===== src/rtl/mem_arbiter.sv =====
// Round-robin arbiter sharing one single-port, 1-cycle-latency memory among NUM_REQ
// requesters, with an owner lock for back-to-back bursts.
module mem_arbiter #(
  parameter int NUM_REQ    = 2,
  parameter int ADDR_WIDTH = 8,
  parameter int DATA_WIDTH = 32
) (
  input  logic                                 clock,
  input  logic                                 reset_n,
  input  logic [NUM_REQ-1:0]                   req_read,
  input  logic [NUM_REQ-1:0]                   req_write,
  input  logic [NUM_REQ-1:0]                   req_lock,
  input  logic [NUM_REQ-1:0][ADDR_WIDTH-1:0]   req_address,
  input  logic [NUM_REQ-1:0][DATA_WIDTH-1:0]   req_writedata,
  output logic [NUM_REQ-1:0]                   req_grant,
  output logic [NUM_REQ-1:0]                   req_rvalid,
  output logic [DATA_WIDTH-1:0]                rd_data,
  output logic                                 mem_read,
  output logic                                 mem_write,
  output logic [ADDR_WIDTH-1:0]                mem_address,
  output logic [DATA_WIDTH-1:0]                mem_writedata,
  input  logic [DATA_WIDTH-1:0]                mem_readdata
);
  localparam int IW = (NUM_REQ > 1) ? $clog2(NUM_REQ) : 1;

  typedef enum logic {IDLE, LOCKED} state_t;

  state_t          state, state_nxt;
  logic [IW-1:0]   last_grant, lock_owner, lock_owner_nxt;
  logic [IW-1:0]   gidx, cand;
  logic            gvld, hold;
  logic            rvalid_q;
  logic [IW-1:0]   rvalid_owner;
  logic [NUM_REQ-1:0] requesting;

  function automatic logic [IW-1:0] rr_idx(input logic [IW-1:0] base, input int k);
    return IW'((int'(base) + k) % NUM_REQ);
  endfunction

  assign requesting = req_read | req_write;
  // The lock only binds while its owner keeps req_lock high; a drop frees the port this cycle.
  assign hold = (state == LOCKED) && req_lock[lock_owner];

  always_comb begin
    gvld = 1'b0;
    gidx = '0;
    cand = '0;
    if (hold) begin
      gvld = requesting[lock_owner];
      gidx = lock_owner;
    end else begin
      for (int k = 1; k <= NUM_REQ; k++) begin
        cand = rr_idx(last_grant, k);
        if (!gvld && requesting[cand]) begin
          gvld = 1'b1;
          gidx = cand;
        end
      end
    end
    if (!reset_n) gvld = 1'b0;
  end

  always_comb begin
    for (int i = 0; i < NUM_REQ; i++) begin
      req_grant[i]  = gvld && (gidx == IW'(i));
      req_rvalid[i] = rvalid_q && (rvalid_owner == IW'(i));
    end
  end

  // A read+write collision on one requester is issued as a read.
  assign mem_read      = gvld && req_read[gidx];
  assign mem_write     = gvld && req_write[gidx] && !req_read[gidx];
  assign mem_address   = gvld ? req_address[gidx] : '0;
  assign mem_writedata = gvld ? req_writedata[gidx] : '0;
  assign rd_data       = rvalid_q ? mem_readdata : '0;

  always_comb begin
    state_nxt      = IDLE;
    lock_owner_nxt = lock_owner;
    if (hold) begin
      state_nxt = LOCKED;
    end else if (gvld && req_lock[gidx]) begin
      state_nxt      = LOCKED;
      lock_owner_nxt = gidx;
    end
  end

  always_ff @(posedge clock or negedge reset_n) begin
    if (!reset_n) begin
      state        <= IDLE;
      lock_owner   <= '0;
      last_grant   <= IW'(NUM_REQ - 1);
      rvalid_q     <= 1'b0;
      rvalid_owner <= '0;
    end else begin
      state        <= state_nxt;
      lock_owner   <= lock_owner_nxt;
      if (gvld) last_grant <= gidx;
      rvalid_q     <= mem_read;
      rvalid_owner <= gidx;
    end
  end
endmodule

===== config.mk =====
export PLATFORM = sky130hd
export DESIGN_NAME = mem_arbiter
export DESIGN_NICKNAME = d
export VERILOG_FILES = /design/src/rtl/mem_arbiter.sv
export SDC_FILE = /design/constraint.sdc
export NUM_CORES = 1
export LEC_CHECK = 0
export CORE_AREA = 2 2 78 80
export CTS_BUF_LIST = sky130_fd_sc_hd__clkbuf_16
export DETAILED_ROUTE_END_ITERATION = 8
export DIE_AREA = 0 0 80 82
export PLACE_DENSITY = 0.81
export SLEW_MARGIN = 20
export SYNTH_ARGS = -nofsm -noshare
export SYNTH_HDL_FRONTEND = slang
export SYNTH_SLANG_ARGS = --single-unit

===== constraint.sdc =====
create_clock -name clock -period 2.86 [get_ports clock]
set_clock_uncertainty 0.1 [all_clocks]
set_input_delay 0.286 -clock clock [delete_from_list [all_inputs] [get_ports clock]]
set_output_delay 0.286 -clock clock [all_outputs]
set_load 0.03 [all_outputs]

-- Word level (Yosys, flattened, before mapping)
Index checks and enable logic that the tools add are counted.
- bits in registers: 5
- input port bits: 120
- output and inout bits: 78
- add/subtract/negate cells: 2
- magnitude comparators: 4
- multiplexer cells: 31
- bitwise operators: 4
- reductions and logical operators: 13
- operator list (cell ; number):
    32-bit 2-to-1 mux ; 4
    1-bit 2-to-1 mux ; 24
    8-bit 2-to-1 mux ; 3
    1-bit logical AND ; 10
    1-bit by 2-bit less-than comparator with 1-bit output, second input constant ; 4
    1-bit inverter ; 3
    1-bit adder, second input constant ; 2
    1-bit zero test ; 2
    2-bit bitwise OR ; 1
    2-bit AND reduction ; 1

-- Longest topological paths before layout
Gate-level depths: netlist of run 1.
- depth in word-level cells: 14
- mapped depth: 6

-- Worst setup path after synthesis of run 1
Ideal clock, no wire load.
- path type: register to output
- from: reg lock_owner
- to: out mem_read
- arrival time: 1.738 ns
- data required time: 2.474 ns
- setup slack: 0.736 ns
- stages on the path, launching flop included: 6
- buffers on the path: 1
- cell sequence: dfrtp_1 > and3b_1 > o22ai_2 > buf_4 > nand2_1 > o21ai_0
- cells in the longest elaborated chain, start to end: 7
- RTL lines (item ; RTL line ; RTL):
    start: declaration ; 29 ; logic [IW-1:0] last_grant, lock_owner, lock_owner_nxt;
    start signal: assignment ; 97 ; lock_owner <= lock_owner_nxt;
    1-bit 2-to-1 mux (not written as such) (2 in series) ; 42 ; assign hold = (state == LOCKED) && req_lock[lock_owner];
    1-bit logical AND ; 42 ;
    1-bit 2-to-1 mux ; 48 ; if (hold) begin
    1-bit 2-to-1 mux (not written as such) (2 in series) ; 71 ; assign mem_read = gvld && req_read[gidx];
    1-bit logical AND (*) ; 71 ;
    end: declaration ; 18 ; output logic mem_read,
Mark *: on every way between the ends. The rest lies on a longest branch, timed or not. The select of a mux whose other input is x is not followed.

-- Worst setup path in the final report of run 1
- from: in req_write[0]
- to: out mem_writedata[8]
- cells in the longest elaborated chain, start to end: 12
- RTL lines (item ; RTL line ; RTL):
    start: declaration ; 11 ; input logic [NUM_REQ-1:0] req_write,
    2-bit bitwise OR (*) ; 40 ; assign requesting = req_read | req_write;
    1-bit 2-to-1 mux (not written as such) (2 in series) ; 54 ; if (!gvld && requesting[cand]) begin
    1-bit 2-to-1 mux ; 54 ;
    1-bit 2-to-1 mux ; 48 ;
    1-bit zero test ; 54 ;
    1-bit logical AND ; 54 ;
    1-bit 2-to-1 mux ; 54 ;
    1-bit 2-to-1 mux ; 48 ;
    32-bit 2-to-1 mux (not written as such) (2 in series) ; 74 ; assign mem_writedata = gvld ? req_writedata[gidx] : '0;
    32-bit 2-to-1 mux (*) ; 74 ;
    end: declaration ; 21 ; output logic [DATA_WIDTH-1:0] mem_writedata,
Marks and branches as above.

==> qor.yml, run 1 <==
status: "finished, final reports clean"
fin_setup_tns_ns: 0
numCtsBuffers: 3
drt_iter0_drc: 86
required_ns: 2.47
crit_path_start_kind: "primary input"
chipHeight_um: 82
grt-ovfl-total: 0
synth_top_cell_area_share: 0.191
grt.total_usage: 0.192
register_area_um2: 126
worst_pin_slew_ns: 0.669
ctsHtreeMaxLevel: 1
pre_cts_slack_ns: 0.00780
rsz0062_at_grt: "no"
drv_slew: 0
synth.largest_area_cell: "nand4_1"
dp_hpwl_um: 5290
clock_path_buffers: 2
synth_cells: 217
yosysUniqueCellTypes: 32
insertion_delay_ns: 0.23
post-route-period-util: 0.910
dieArea_um2: 6560
multiInputGateArea_um2: 1060
grt_pass1_wl_um: 10200
routed-wl-met2_um: 3580
ys.flop_type: "dfrtp_1"
clock.fmax_mhz: 384
final_cell_mix: "clkdlybuf4s50_1, buf_4, nand2_1, nand4_1, o21ai_1"
min_period_ns: 2.60
cts_resized: 0
cts_hold_buf: 0
setup_viol: 0
viasPerCell: 4.93
synth_seq_cells: 5
die_x_um: 80
worst_slack_ns: 0.257
gp_congestion: 0.799
finalPower_mw: 2.03
fin_nets: 523
diodes: 0
fillerInstances: 555
grt_max_degree: 45
drcViolationCount: 0
cellLeakagePower_nw: 1.36
io_buffers: 197
syn-num-nets: 337
synth-edff-count: 0
pin_count: 198
postCtsSetupRepairBufs: 0
worst_setup_path_end_kind: "output pin"
worst_ir_drop_vdd_uv: 309
max_slew_margin: 0.554
wirelength_um: 6770
wl_met1_um: 2350
ys_seq_area_frac: 0.0941
syn2layout_area_growth_pct: 146
maxCapViolCount: 0
async_flop_share: 1.00
wl_met3_um: 708
r2r_cells: 5
final_common_cell: "clkdlybuf4s50_1"
arrival_ns: 2.22
cts_tree: "built"
drive_gt1_frac: 0.154
routedWlPerCell_um: 14.2
ys_top_cells_by_area: "nand4_1, and2_1, o21ai_1"
finalHoldViolCount: 0
cts-root-buf: "clkbuf_16"
syn_area_um2: 1340
grt_pass1_vias: 2115
crit_path_max_fanout: 41
rows: 28
start_util: 0.234
cts.sinks: 5
path_clk_slew_ns: 0.03
firstDrtPassIters: 4
critPathKind: "primary input to output pin"
antenna_found_initial: 0
top_layer_used: "met4"
pwr_density_cell_nw_per_um2: 617
vias: 2352
yosys_warnings: 0
core_area_um2: 5750
avgSynthCellArea_um2: 6.19
postRouteAntennaNets: 0
min_path_type: "primary input to async pin"
layout make-up:
| type | instances | share of cell area |
|---|---|---|
| tap | 75 | 0.0285 |
| clock inverter | 1 | 0.00114 |
| inverter | 2 | 0.00228 |
| sequential | 5 | 0.0383 |
| timing repair buffer | 205 | 0.584 |
| multi-input combinational | 186 | 0.323 |
| clock buffer | 3 | 0.0228 |
registers in the layout (all words and copies together) (netlist names):
register,cells
state,1
rvalid_q,1
lock_owner,1
last_grant,1
rvalid_owner,1
kinds of logic after synthesis:
| family | count (synthesis) | share of synthesized area |
|---|---|---|
| simple gates | 129 | 0.525 |
| compound gates | 55 | 0.238 |
| buf+inv | 26 | 0.125 |
| flops | 5 | 0.0941 |
| mux | 2 | 0.0186 |
Yosys cell counts (2+ instances only):
library cell,count
a21oi_1,3
and2_1,33
buf_2,5
buf_4,7
buf_6,5
clkbuf_1,7
dfrtp_1,4
inv_1,2
nand2_1,43
nand3b_1,2
nand4_1,41
nor2_1,2
o2111ai_1,2
o21ai_0,4
o21ai_1,40
report_power, final:
group / internal (mW) / total (mW) / switching, mW
clock: 0.181 / 0.226 / 0.0450
sequential: 0.0999 / 0.153 / 0.0535
combinational: 0.680 / 1.65 / 0.974
total: 0.961 / 2.03 / 1.07
per-stage QoR:
step | hold slack, ns | instances | util | instance area [um2]
after global routing | 0.144 | 477 | 0.574 | 3300
after floorplan | -0.110 | 217 | - | 1340
after detailed placement | 0.378 | 473 | 0.560 | 3220
after global placement | 0.375 | 473 | 0.560 | 3220
after CTS | 0.137 | 477 | 0.573 | 3290
final | 0.141 | 477 | 0.574 | 3300
per-layer routing:
layer / GRT usage / up-vias
met4: 0.0712 / 0
li1: - / 1152
met2: 0.370 / 129
met5: 0 / -
met1: 0.197 / 1059
met3: 0.0538 / 12
path summary, 6_finish.rpt:
kind	from	endpoint	slack, ns
setup reg to reg	lock_owner	last_grant	0.97
hold / removal	reset_n	rvalid_q	0.14
setup / recovery	req_write[0]	mem_writedata[8]	0.26
max in group asynchronous	reset_n	last_grant	2.13
hold reg to reg	last_grant	last_grant	0.46
min in group clock	last_grant	last_grant	0.46
critical path, stage by stage:
cell and delay [ns]:
clkdlybuf4s50_1 0.45, or2_1 0.31, a221o_4 0.45, buf_4 0.27, nand4_1 0.14, o21ai_1 0.10, buf_4 0.20
Power figures use the tool's default switching activity.
==> run 2, diff against run 1 <==
==> constraint.sdc (replaced) <==
create_clock -name clock -period 2.86 [get_ports clock]
set_clock_uncertainty 0.1 [all_clocks]
set_input_delay 0.572 -clock clock [delete_from_list [all_inputs] [get_ports clock]]
set_output_delay 0.572 -clock clock [all_outputs]
set_load 0.03 [all_outputs]
==> qor.yml, run 2 (synthesized netlist as in run 1, its figures left out) <==
hold_slack_ns: 0.363  # +0.222 ns
dp.cells: 485  # +2.5%
worst-r2r-setup-slack_ns: 1.01  # +0.04 ns
stdcell_count: 502  # +5.2%
grt.total_usage: 0.224  # +0.0314
io_buffers: 197  # unchanged
rows: 28  # unchanged
arrival_ns: 2.07  # -0.15 ns
drive_gt1_frac: 0.283  # +0.129
postRouteAntennaNets: 0  # unchanged
switching_share: 0.508  # -0.0194
cellLeakagePower_nw: 1.65  # +21%
ctsHtreeMaxLevel: 1  # unchanged
rsz0062_at_grt: "no"
maxCapViolCount: 0  # unchanged
viasPerCell: 5.20  # +5.4%
p_comb_frac: 0.846  # +0.033
p_int_mw: 1.27  # +33%
r2r-end: "last_grant"
worst_setup_path_end_kind: "output pin"
pwr_density_cell_nw_per_um2: 654  # +6.1%
crit_start: "req_write[0]"
clock.fmax_mhz: 365  # -4.9%
drcViolationCount: 0  # unchanged
register_area_um2: 126  # unchanged
numCtsBuffers: 3  # unchanged
grt_pass1_wl_um: 11600  # +14%
required_ns: 2.19  # -0.28 ns
post-route-period-util: 0.957  # +0.0469
diodes: 0  # unchanged
p_clk_frac: 0.091  # -0.020
wirelength_um: 8720  # +29%
syn2layout_area_growth_pct: 195
chipHeight_um: 82  # unchanged
min_path_type: "primary input to async pin"
reg2reg_from: "state"
final_common_cell: "clkdlybuf4s50_1"
drv_slew: 0  # unchanged
fillerInstances: 450  # -19%
pre_cts_slack_ns: -0.244  # -0.252 ns
dieArea_um2: 6560  # unchanged
fin_setup_tns_ns: 0  # unchanged
worst_ir_drop_vdd_uv: 345  # +12%
crit_path_start_kind: "primary input"
antenna_found_initial: 0  # unchanged
cts-root-buf: "clkbuf_16"
core_area_um2: 5750  # unchanged
pin_count: 198  # unchanged
routedWlPerCell_um: 17.4  # +22%
dp_hpwl_um: 5470  # +3.3%
min_period_ns: 2.74  # +0.134 ns
worst_slack_ns: 0.123  # -0.134 ns
insertion_delay_ns: 0.23  # about the same
drt_iter0_drc: 116  # +35%
multiInputGateArea_um2: 1340  # +26%
gp_congestion: 0.820  # +2.6%
firstDrtPassIters: 4  # unchanged
setup_viol: 0  # unchanged
p_sw_mw: 1.31  # +23%
fin_nets: 548  # +4.8%
finalHoldViolCount: 0  # unchanged
fin_util: 0.689  # +0.115
cts.sinks: 5  # unchanged
path_clk_slew_ns: 0.04  # about the same
die_x_um: 80  # unchanged
start_util: 0.234  # unchanged
clock_path_buffers: 2  # unchanged
seq_power_share: 0.063  # -0.012
crit_path_max_fanout: 14  # -66%
worst_pin_slew_ns: 0.469  # -0.200 ns
status: "finished, final reports clean"
critPathKind: "primary input to output pin"
max_slew_margin: 0.688  # +0.133
grt_max_degree: 42  # -6.7%
r2r_cells: 6  # +1
grt_pass1_vias: 2377  # +12%
vias: 2609  # +11%
grt-ovfl-total: 0  # unchanged
cts_tree: "built"
final_cell_mix: "clkdlybuf4s50_1, nand2_1, nand4_1, buf_4, and2_1"
run 2: cell count changes in the layout (fill, tap and decap cells not counted), moves of 4 or more:
| cell | previous run | this run |
|---|---|---|
| buf_12 | 0 | 5 |
| o21ai_4 | 0 | 9 |
| buf_4 | 51 | 40 |
| o21ai_2 | 1 | 18 |
| a221o_2 | 0 | 4 |
| clkdlybuf4s50_1 | 153 | 146 |
| buf_6 | 0 | 22 |
| o21ai_1 | 40 | 17 |
run 2: power groups by stage:
| stage | sequential, mW | combinational (mW) | clock [mW] |
|---|---|---|---|
| global placement | 0.133 | 1.74 | 0 |
| global route | 0.168 | 2.31 | 0.243 |
| floorplan | 0.125 | 1.06 | 0 |
| CTS | 0.150 | 1.87 | 0.236 |
| finish | 0.163 | 2.19 | 0.236 |
| detailed placement | 0.136 | 1.75 | 0 |
run 2: how the worst max path moves through the flow:
stage / end / slack [ns] / cells after the start
after global placement: mem_read / -0.22 / 6
final: mem_writedata[0] / 0.12 / 8
after CTS: mem_write / -0.03 / 7
after detailed placement: mem_read / -0.24 / 6
after global routing: mem_writedata[0] / 0.06 / 8
after floorplan: mem_read / 0.25 / 4
run 2: critical path, cell delays in order:
cell and delay (ns):
dlygate4sd2_1 0.28, or2_4 0.32, a21oi_4 0.18, a21oi_4 0.08, buf_12 0.15, buf_16 0.16, o21ai_2 0.16, buf_6 0.15
run 2: final cells by class:
| cell class | instances | area share |
|---|---|---|
| repair buffers | 225 | 0.583 |
| multi-input cells | 191 | 0.340 |
| flip-flops and latches | 5 | 0.0319 |
| well taps | 75 | 0.0237 |
| clock buffers | 3 | 0.0190 |
| inverters | 2 | 0.00190 |
| clock inverters | 1 | 0.000949 |
run 2: stage by stage:
| step | total power, mW | area, um2 |
|---|---|---|
| global placement | 1.88 | 3350 |
| CTS | 2.25 | 3590 |
| finish | 2.59 | 3960 |
| detailed placement | 1.89 | 3350 |
| global route | 2.72 | 3960 |
| floorplan | 1.18 | 1340 |
run 2: timing repair:
item / in CTS / in global routing
pin swaps: 35 / 9
endpoints found under the setup margin: 44 / 43
hold endpoints to repair: 0 / 0
cloned: 4 / 5
hold buffers: 0 / 0
setup buffers: 2 / 3
gates resized for setup: 26 / 60
run 2: metal layers:
layer | routed length, um | GRT usage | vias up
li1 | - | - | 1235
met1 | 3270 | 0.235 | 1230
met2 | 4670 | 0.440 | 131
met3 | 645 | 0.0451 | 13
met4 | 140 | 0.0746 | 0
met5 | 0 | 0 | -
